## src/rtl/wb_queue.sv

```systemverilog
// Writeback queue: strict FIFO of {addr, data} results draining into register-file port 3.
// Optional lookup/forwarding of pending writes is enabled by defining WBQ_BYPASS_EN.
module wb_queue #(
  parameter int DEPTH = 4,
  localparam int CW = $clog2(DEPTH) + 1
) (
  input  logic          CLK,
  input  logic          RESET,
  input  logic          IN_VALID,
  output logic          IN_READY,
  input  logic [4:0]    IN_ADDR,
  input  logic [31:0]   IN_DATA,
  input  logic          HOLD,
  output logic [4:0]    A3,
  output logic          WE3,
  output logic [31:0]   WD3,
  output logic [CW-1:0] COUNT
`ifdef WBQ_BYPASS_EN
  ,
  input  logic [4:0]    Q1,
  input  logic [4:0]    Q2,
  output logic          HIT1,
  output logic          HIT2,
  output logic [31:0]   FWD1,
  output logic [31:0]   FWD2
`endif
);

  localparam int PW = $clog2(DEPTH);
  localparam logic [CW-1:0] DEPTH_C = CW'(DEPTH);

  logic [4:0]    addr_mem [DEPTH];
  logic [31:0]   data_mem [DEPTH];
  logic [PW-1:0] wr_ptr_q, wr_ptr_d;
  logic [PW-1:0] rd_ptr_q, rd_ptr_d;
  logic [CW-1:0] count_q, count_d;
  logic          push, pop, not_empty;

  // Handshake: a result transfers on a posedge where IN_VALID and IN_READY are both 1;
  // IN_READY looks only at registered occupancy, never at a same-cycle drain.
  assign not_empty = (count_q != '0);
  assign IN_READY  = (count_q < DEPTH_C) & ~RESET;
  assign WE3       = not_empty & ~HOLD & ~RESET;
  assign push      = IN_VALID & IN_READY;
  assign pop       = WE3;
  assign COUNT     = count_q;
  assign A3        = (not_empty & ~RESET) ? addr_mem[rd_ptr_q] : 5'd0;
  assign WD3       = (not_empty & ~RESET) ? data_mem[rd_ptr_q] : 32'd0;

  always_comb begin
    wr_ptr_d = wr_ptr_q;
    rd_ptr_d = rd_ptr_q;
    count_d  = count_q;
    if (push) wr_ptr_d = wr_ptr_q + PW'(1);
    if (pop)  rd_ptr_d = rd_ptr_q + PW'(1);
    case ({push, pop})
      2'b10:   count_d = count_q + CW'(1);
      2'b01:   count_d = count_q - CW'(1);
      default: count_d = count_q;
    endcase
  end

  always_ff @(posedge CLK) begin
    if (RESET) begin
      wr_ptr_q <= '0;
      rd_ptr_q <= '0;
      count_q  <= '0;
    end else begin
      wr_ptr_q <= wr_ptr_d;
      rd_ptr_q <= rd_ptr_d;
      count_q  <= count_d;
    end
  end

  // Storage is never cleared; outputs mask it whenever the queue is empty.
  always_ff @(posedge CLK) begin
    if (push) begin
      addr_mem[wr_ptr_q] <= IN_ADDR;
      data_mem[wr_ptr_q] <= IN_DATA;
    end
  end

`ifdef WBQ_BYPASS_EN
  // Scan oldest to youngest so the last match wins; the head stays visible while draining.
  function automatic logic [32:0] lookup(input logic [4:0] q);
    logic [32:0]   res;
    logic [PW-1:0] idx;
    res = '0;
    for (int i = 0; i < DEPTH; i++) begin
      idx = rd_ptr_q + PW'(i);
      if ((CW'(i) < count_q) && (addr_mem[idx] == q)) res = {1'b1, data_mem[idx]};
    end
    return res;
  endfunction

  assign {HIT1, FWD1} = lookup(Q1);
  assign {HIT2, FWD2} = lookup(Q2);
`endif

endmodule

```

## config.mk

```make
export PLATFORM = sky130hd
export DESIGN_NAME = wb_queue
export DESIGN_NICKNAME = d
export VERILOG_FILES = /design/src/rtl/wb_queue.sv
export SDC_FILE = /design/constraint.sdc
export NUM_CORES = 1
export LEC_CHECK = 0
export ABC_AREA = 1
export CORE_AREA = 8 8 114 116
export CTS_BUF_LIST = sky130_fd_sc_hd__clkbuf_8
export DETAILED_ROUTE_END_ITERATION = 8
export DIE_AREA = 0 0 122 124
export HOLD_SLACK_MARGIN = 0.03
export PLACE_DENSITY = 0.81
export SLEW_MARGIN = 20
export SYNTH_ARGS = -nofsm -noshare
export SYNTH_HDL_FRONTEND = slang
export SYNTH_SLANG_ARGS = --single-unit
```

## constraint.sdc

```tcl
create_clock -name CLK -period 3.6 [get_ports CLK]
set_clock_uncertainty 0.15 [all_clocks]
set_input_delay 0.72 -clock CLK [delete_from_list [all_inputs] [get_ports CLK]]
set_output_delay 0.72 -clock CLK [all_outputs]
set_load 0.03 [all_outputs]
```

==> impl_metrics.env, run 1 <==
export IMPL_outcome="complete, no violations"
export IMPL_viasPerCell=5.42
export IMPL_avgSynthCellArea_um2=12.4
export IMPL_rrSetupSlack_ps=1400
export IMPL_worstPathArrival_ps=2320
export IMPL_syn2layout_area_growth_pct=20.5
export IMPL_max_slew_margin_pct=46.9
export IMPL_setup_viol=0
export IMPL_ant_nets=0
export IMPL_cts_tree="done"
export IMPL_start_util_pct=55.6
export IMPL_drtPass1Iterations=5
export IMPL_postCtsSetupRepairBufs=0
export IMPL_synth_edff_count=148
export IMPL_fin_util_pct=67.0
export IMPL_dpl_cell_area_um2=7120
export IMPL_fin_hold_ws_ps=385
export IMPL_path_depth=5
export IMPL_numPortBuffers=82
export IMPL_crit_fanout=37
export IMPL_grt_usage_pct=17.7
export IMPL_cp_endpoint="WD3[18]"
export IMPL_ys_types=20
export IMPL_slew_violations=0
export IMPL_drc=0
export IMPL_critical_path_buf_inv_count=2
export IMPL_syn_nets=550
export IMPL_drive_above_1_share_pct=14.0
export IMPL_grt_pass1_vias=4177
export IMPL_fmax_mhz=313
export IMPL_worstSetupEndpointType="output pin"
export IMPL_gr_total_overflow=0
export IMPL_synth_top_area_share_pct=71.5
export IMPL_netlist_area_um2=6220
export IMPL_timing_rr_start="COUNT[2]$_SDFFE_PP0P_"
export IMPL_cp_required_ps=2730
export IMPL_power_density_nw_per_um2=511
export IMPL_ys_ff_latch=157
export IMPL_clockBufferDepth=2
export IMPL_grt_use_met1_pct=18.6
export IMPL_final_hold_viol_count=0
export IMPL_cts_resized=0
export IMPL_grt_antenna_before_repair=0
export IMPL_grt_max_degree=75
export IMPL_hp_class="flip-flop to flip-flop"
export IMPL_wl_per_cell_um=17.2
export IMPL_core_um2=11200
export IMPL_slowest_stage="dfxtp_2"
export IMPL_timing_rr_end="COUNT[2]$_SDFFE_PP0P_"
export IMPL_period_share_pct=88.7
export IMPL_diodes=0
export IMPL_crit_family="flip-flops"
export IMPL_clock_latency_ps=440
export IMPL_path_cells="inv_2 -> nor2_1 -> o21ai_0 -> a21oi_1 -> buf_4"
export IMPL_synth_flop_cell="edfxtp_1"
export IMPL_ys_top_cells_by_count="nor2_1, edfxtp_1, a21oi_1, o21ai_1, o21ai_0"
export IMPL_htreeDepth=4
export IMPL_p_leak_nw=2.67
export IMPL_ys_top_cells_by_area="edfxtp_1, nor2_1, a21oi_1"
export IMPL_fillers=784
export IMPL_grt_pass1_wl_um=20000
export IMPL_synth_seq_area_share_pct=74.4
export IMPL_postCtsHoldBufs=0
export IMPL_top_usage_layer="met2"
export IMPL_die_w_um=122
export IMPL_cts_made_buffers=17
export IMPL_ir_drop_mv=0.305
export IMPL_cpPeakStageDelay_ps=660
export IMPL_synth_cells=503
export IMPL_cts_sinks=157
export IMPL_worst_pin_slew_ps=795
export IMPL_path_class="flip-flop to output pin"
export IMPL_async_reset_ff_share_pct=0
export IMPL_rsz0062_at_grt="false"
export IMPL_final_design_area_no_fill_um2=7490
export IMPL_r2r_cells=11
export IMPL_wirelength_um=12900
export IMPL_yosysMostFrequentCell="nor2_1"
export IMPL_clock_root_buffer="clkbuf_8"
export IMPL_gp_congestion=0.754
export IMPL_vias=4039
export IMPL_dpl_hpwl_um=7890
export IMPL_ios=83
export IMPL_die_y_um=124
export IMPL_dieArea_um2=15100
export IMPL_synth_top_area_cell="edfxtp_1"
export IMPL_drtIter0Drc=339
export IMPL_cap_viol_max_count=0
export IMPL_startpoint_type="flip-flop"
export IMPL_layout_min_cycle_time_ps=3190
export IMPL_fp_row_count=39
export IMPL_grt_use_met2_pct=32.3
export IMPL_fin_nets=637
export IMPL_clk_pin_slew_ps=80
export IMPL_grt_use_met3_pct=5.71
export IMPL_ys_warn_count=0
-- per-stage QoR --
stage / worst slack, ps / instances / TNS (ps) / power, mW
floorplan: -58.9 / 503 / -8710 / 2.45
global placement: 483 / 714 / 0 / 2.65
detailed placement: 438 / 714 / 0 / 2.67
CTS: 335 / 745 / 0 / 3.85
global route: 235 / 745 / 0 / 3.97
finish: 407 / 745 / 0 / 3.83
-- how the worst min path moves through the flow --
stage / from / end / slack, ps / cells after the start
6_report: wr_ptr_q[1]$_SDFFE_PP0P_ / wr_ptr_q[1]$_SDFFE_PP0P_ / 380 / 2
5_1_grt: wr_ptr_q[1]$_SDFFE_PP0P_ / wr_ptr_q[1]$_SDFFE_PP0P_ / 420 / 2
3_3_place_gp: wr_ptr_q[1]$_SDFFE_PP0P_ / wr_ptr_q[1]$_SDFFE_PP0P_ / 370 / 2
4_1_cts: wr_ptr_q[1]$_SDFFE_PP0P_ / wr_ptr_q[1]$_SDFFE_PP0P_ / 380 / 2
3_5_place_dp: wr_ptr_q[1]$_SDFFE_PP0P_ / wr_ptr_q[1]$_SDFFE_PP0P_ / 370 / 2
2_1_floorplan: wr_ptr_q[1]$_SDFFE_PP0P_ / wr_ptr_q[1]$_SDFFE_PP0P_ / 340 / 2
-- area by class of cell --
type	instances	area [µm²]	share of cell area (%)
multi-input cells	300	1370	18.3
clock buffers	17	234	3.12
well taps	143	179	2.39
inverters	20	75.1	1.00
flip-flops and latches	157	4630	61.8
clock inverters	14	130	1.74
repair buffers	94	868	11.6
-- report_power, final --
| group | leakage [nW] | switching [mW] | internal (mW) | total (mW) |
|---|---|---|---|---|
| registers | 1.42 | 0.0232 | 2.05 | 2.07 |
| clock network | 0.185 | 0.601 | 0.600 | 1.20 |
| logic | 1.07 | 0.358 | 0.195 | 0.553 |
| total | 2.67 | 0.982 | 2.84 | 3.83 |
-- registers in the layout (all words and copies together) (netlist names), named ones only --
signal,count
addr_mem,20
data_mem,128
COUNT,3
wr_ptr_q,2
rd_ptr_q,2
-- cell families (layout without fill, tap and decap cells) --
group | count (synthesis) | after routing | synth area share, %
compound gates | 120 | 120 | 9.66
fa+ha+maj | 6 | 6 | 1.33
flops | 157 | 157 | 74.4
xor+xnor | 1 | 1 | 0.141
simple gates | 173 | 173 | 10.5
buf+inv | 46 | 145 | 3.99
-- cells in the final DEF, fill, tap and decap left out, drive strengths merged --
cell type,n
nor2,160
edfxtp,148
o21ai,79
buf,49
clkdlybuf4s50,45
a21oi,41
inv,22
clkbuf,17
nand2,11
dfxtp,9
clkinv,7
ha,5
clkinvlp,3
nand3,2
bufinv,2
xor2,1
fa,1
-- layer usage --
| metal | vias to the layer above | share of wire (%) |
|---|---|---|
| li1 | 1930 | - |
| met1 | 1950 | 38 |
| met2 | 142 | 54 |
| met3 | 17 | 6.9 |
| met4 | 0 | 1.5 |
| met5 | - | 0 |
-- tightest hold or removal path: cells and delay by family (launching register included) --
kind | cells | cell delay, ps
compound gates | 1 | 60
buf+inv | 1 | 90
flops | 1 | 340
Note: power is estimated with default switching activity, not from simulation.
==> run 2, diff against run 1 <==
Settings changed: GPL_ROUTABILITY_DRIVEN from default to 0, PLACE_DENSITY 0.81 to default, PLACE_DENSITY_LB_ADDON from default to 0.1.
==> impl_metrics.env, run 2 (same netlist as run 1, synthesis figures left out) <==
export IMPL_outcome="complete, no violations"
export IMPL_grt_antenna_before_repair=0
export IMPL_dieArea_um2=15100
export IMPL_core_um2=11200
export IMPL_path_class="input port to output pin"
export IMPL_viasPerCell=5.40
export IMPL_slew_violations=0
export IMPL_fmax_mhz=312
export IMPL_hp_class="flip-flop to flip-flop"
export IMPL_grt_max_degree=75
export IMPL_crit_fanout=9
export IMPL_rrSetupSlack_ps=1370
export IMPL_clock_root_buffer="clkbuf_8"
export IMPL_syn2layout_area_growth_pct=21.6
export IMPL_diodes=0
export IMPL_cp_required_ps=2730
export IMPL_wirelength_um=12900
export IMPL_grt_pass1_wl_um=20300
export IMPL_final_design_area_no_fill_um2=7560
export IMPL_cts_resized=0
export IMPL_largest_register_ffs=128
export IMPL_clockBufferDepth=2
export IMPL_numPortBuffers=82
export IMPL_start_util_pct=55.6
export IMPL_dpl_cell_area_um2=7130
export IMPL_fp_row_count=39
export IMPL_most_common_layout_cells="nor2_1, edfxtp_1, clkdlybuf4s50_1, buf_4"
export IMPL_final_hold_viol_count=0
export IMPL_fin_nets=636
export IMPL_finalPower_mw=4.00
export IMPL_top_register="data_mem"
export IMPL_htreeDepth=4
export IMPL_power_density_nw_per_um2=528
export IMPL_ir_drop_mv=0.291
export IMPL_die_y_um=124
export IMPL_p_leak_nw=2.72
export IMPL_drc=0
export IMPL_worstSetupEndpointType="output pin"
export IMPL_postCtsSetupRepairBufs=0
export IMPL_dpl_hpwl_um=7680
export IMPL_grt_usage_pct=17.7
export IMPL_postCtsHoldBufs=0
export IMPL_drtIter0Drc=272
export IMPL_max_slew_margin_pct=46.2
export IMPL_finalSetupTns_ps=0
export IMPL_clock_latency_ps=410
export IMPL_clk_pin_slew_ps=70
export IMPL_cts_tree="done"
export IMPL_cts_sinks=157
export IMPL_startpoint_type="input port"
export IMPL_gr_total_overflow=0
export IMPL_worst_pin_slew_ps=806
export IMPL_placed_cells=713
export IMPL_grt_pass1_vias=4014
export IMPL_period_share_pct=89.1
export IMPL_rsz0062_at_grt="false"
export IMPL_fin_util_pct=67.7
export IMPL_layout_min_cycle_time_ps=3210
export IMPL_wl_per_cell_um=17.3
export IMPL_worstPathArrival_ps=2340
export IMPL_drive_above_1_share_pct=13.8
export IMPL_vias=4023
export IMPL_setup_viol=0
export IMPL_drtPass1Iterations=4
export IMPL_fin_cells=745
export IMPL_cts_made_buffers=17
export IMPL_cap_viol_max_count=0
export IMPL_die_w_um=122
export IMPL_final_common_cell="nor2_1"
export IMPL_ios=83
export IMPL_ant_nets=0
run 2: cell count changes in the layout (fill, tap and decap cells not counted), moves of 2 or more:
cell        before  now
clkinv_2         3    1
bufinv_16        2    4
inv_1           19   23
buf_4           45   43
clkinv_1         3    1
clkinvlp_4       3    1
clkbuf_8        17   20
run 2: stage by stage:
| step | hold WS (ps) | worst slack [ps] |
|---|---|---|
| after floorplan | 341 | -58.9 |
| after global placement | 367 | 454 |
| after detailed placement | 382 | 408 |
| after CTS | 393 | 397 |
| after global routing | 449 | 295 |
| final | 392 | 394 |
run 2: power breakdown:
group          leakage [nW]  internal [mW]  switching, mW
registers              1.42           2.05         0.0176
logic                  1.06          0.196          0.365
clock network         0.236          0.796          0.570
total                  2.72           3.04          0.952
run 2: cell type report:
class                      count  area [µm²]
fill                         826        3610
inverter                      20        75.1
clock inverter                12         155
clock buffer                  20         275
tap                          143         179
timing repair buffer          93         873
multi-input combinational    300        1380
sequential                   157        4630
run 2: final timing paths:
| path | cells after the start | from | endpoint |
|---|---|---|---|
| worst max-delay path | 5 | RESET | WE3 |
| worst max register to register | 11 | COUNT[2]$_SDFFE_PP0P_ | COUNT[2]$_SDFFE_PP0P_ |
| worst min-delay path | 2 | wr_ptr_q[1]$_SDFFE_PP0P_ | wr_ptr_q[1]$_SDFFE_PP0P_ |
| worst min register to register | 2 | wr_ptr_q[1]$_SDFFE_PP0P_ | wr_ptr_q[1]$_SDFFE_PP0P_ |
run 2: critical path: stages:
cell	delay, ps
clkdlybuf4s50_1	480
clkinv_1	210
nand3_1	230
inv_1	80
clkdlybuf4s50_1	600
run 2: metal layers:
layer	share of wire, %	track usage [%]	wire, µm	vias to the layer above
met3	6.6	5.35	850	10
met4	0.70	5.55	90	0
li1	-	-	-	1925
met5	0	0	0	-
met1	42	21.1	5450	1966
met2	50	30.3	6510	122
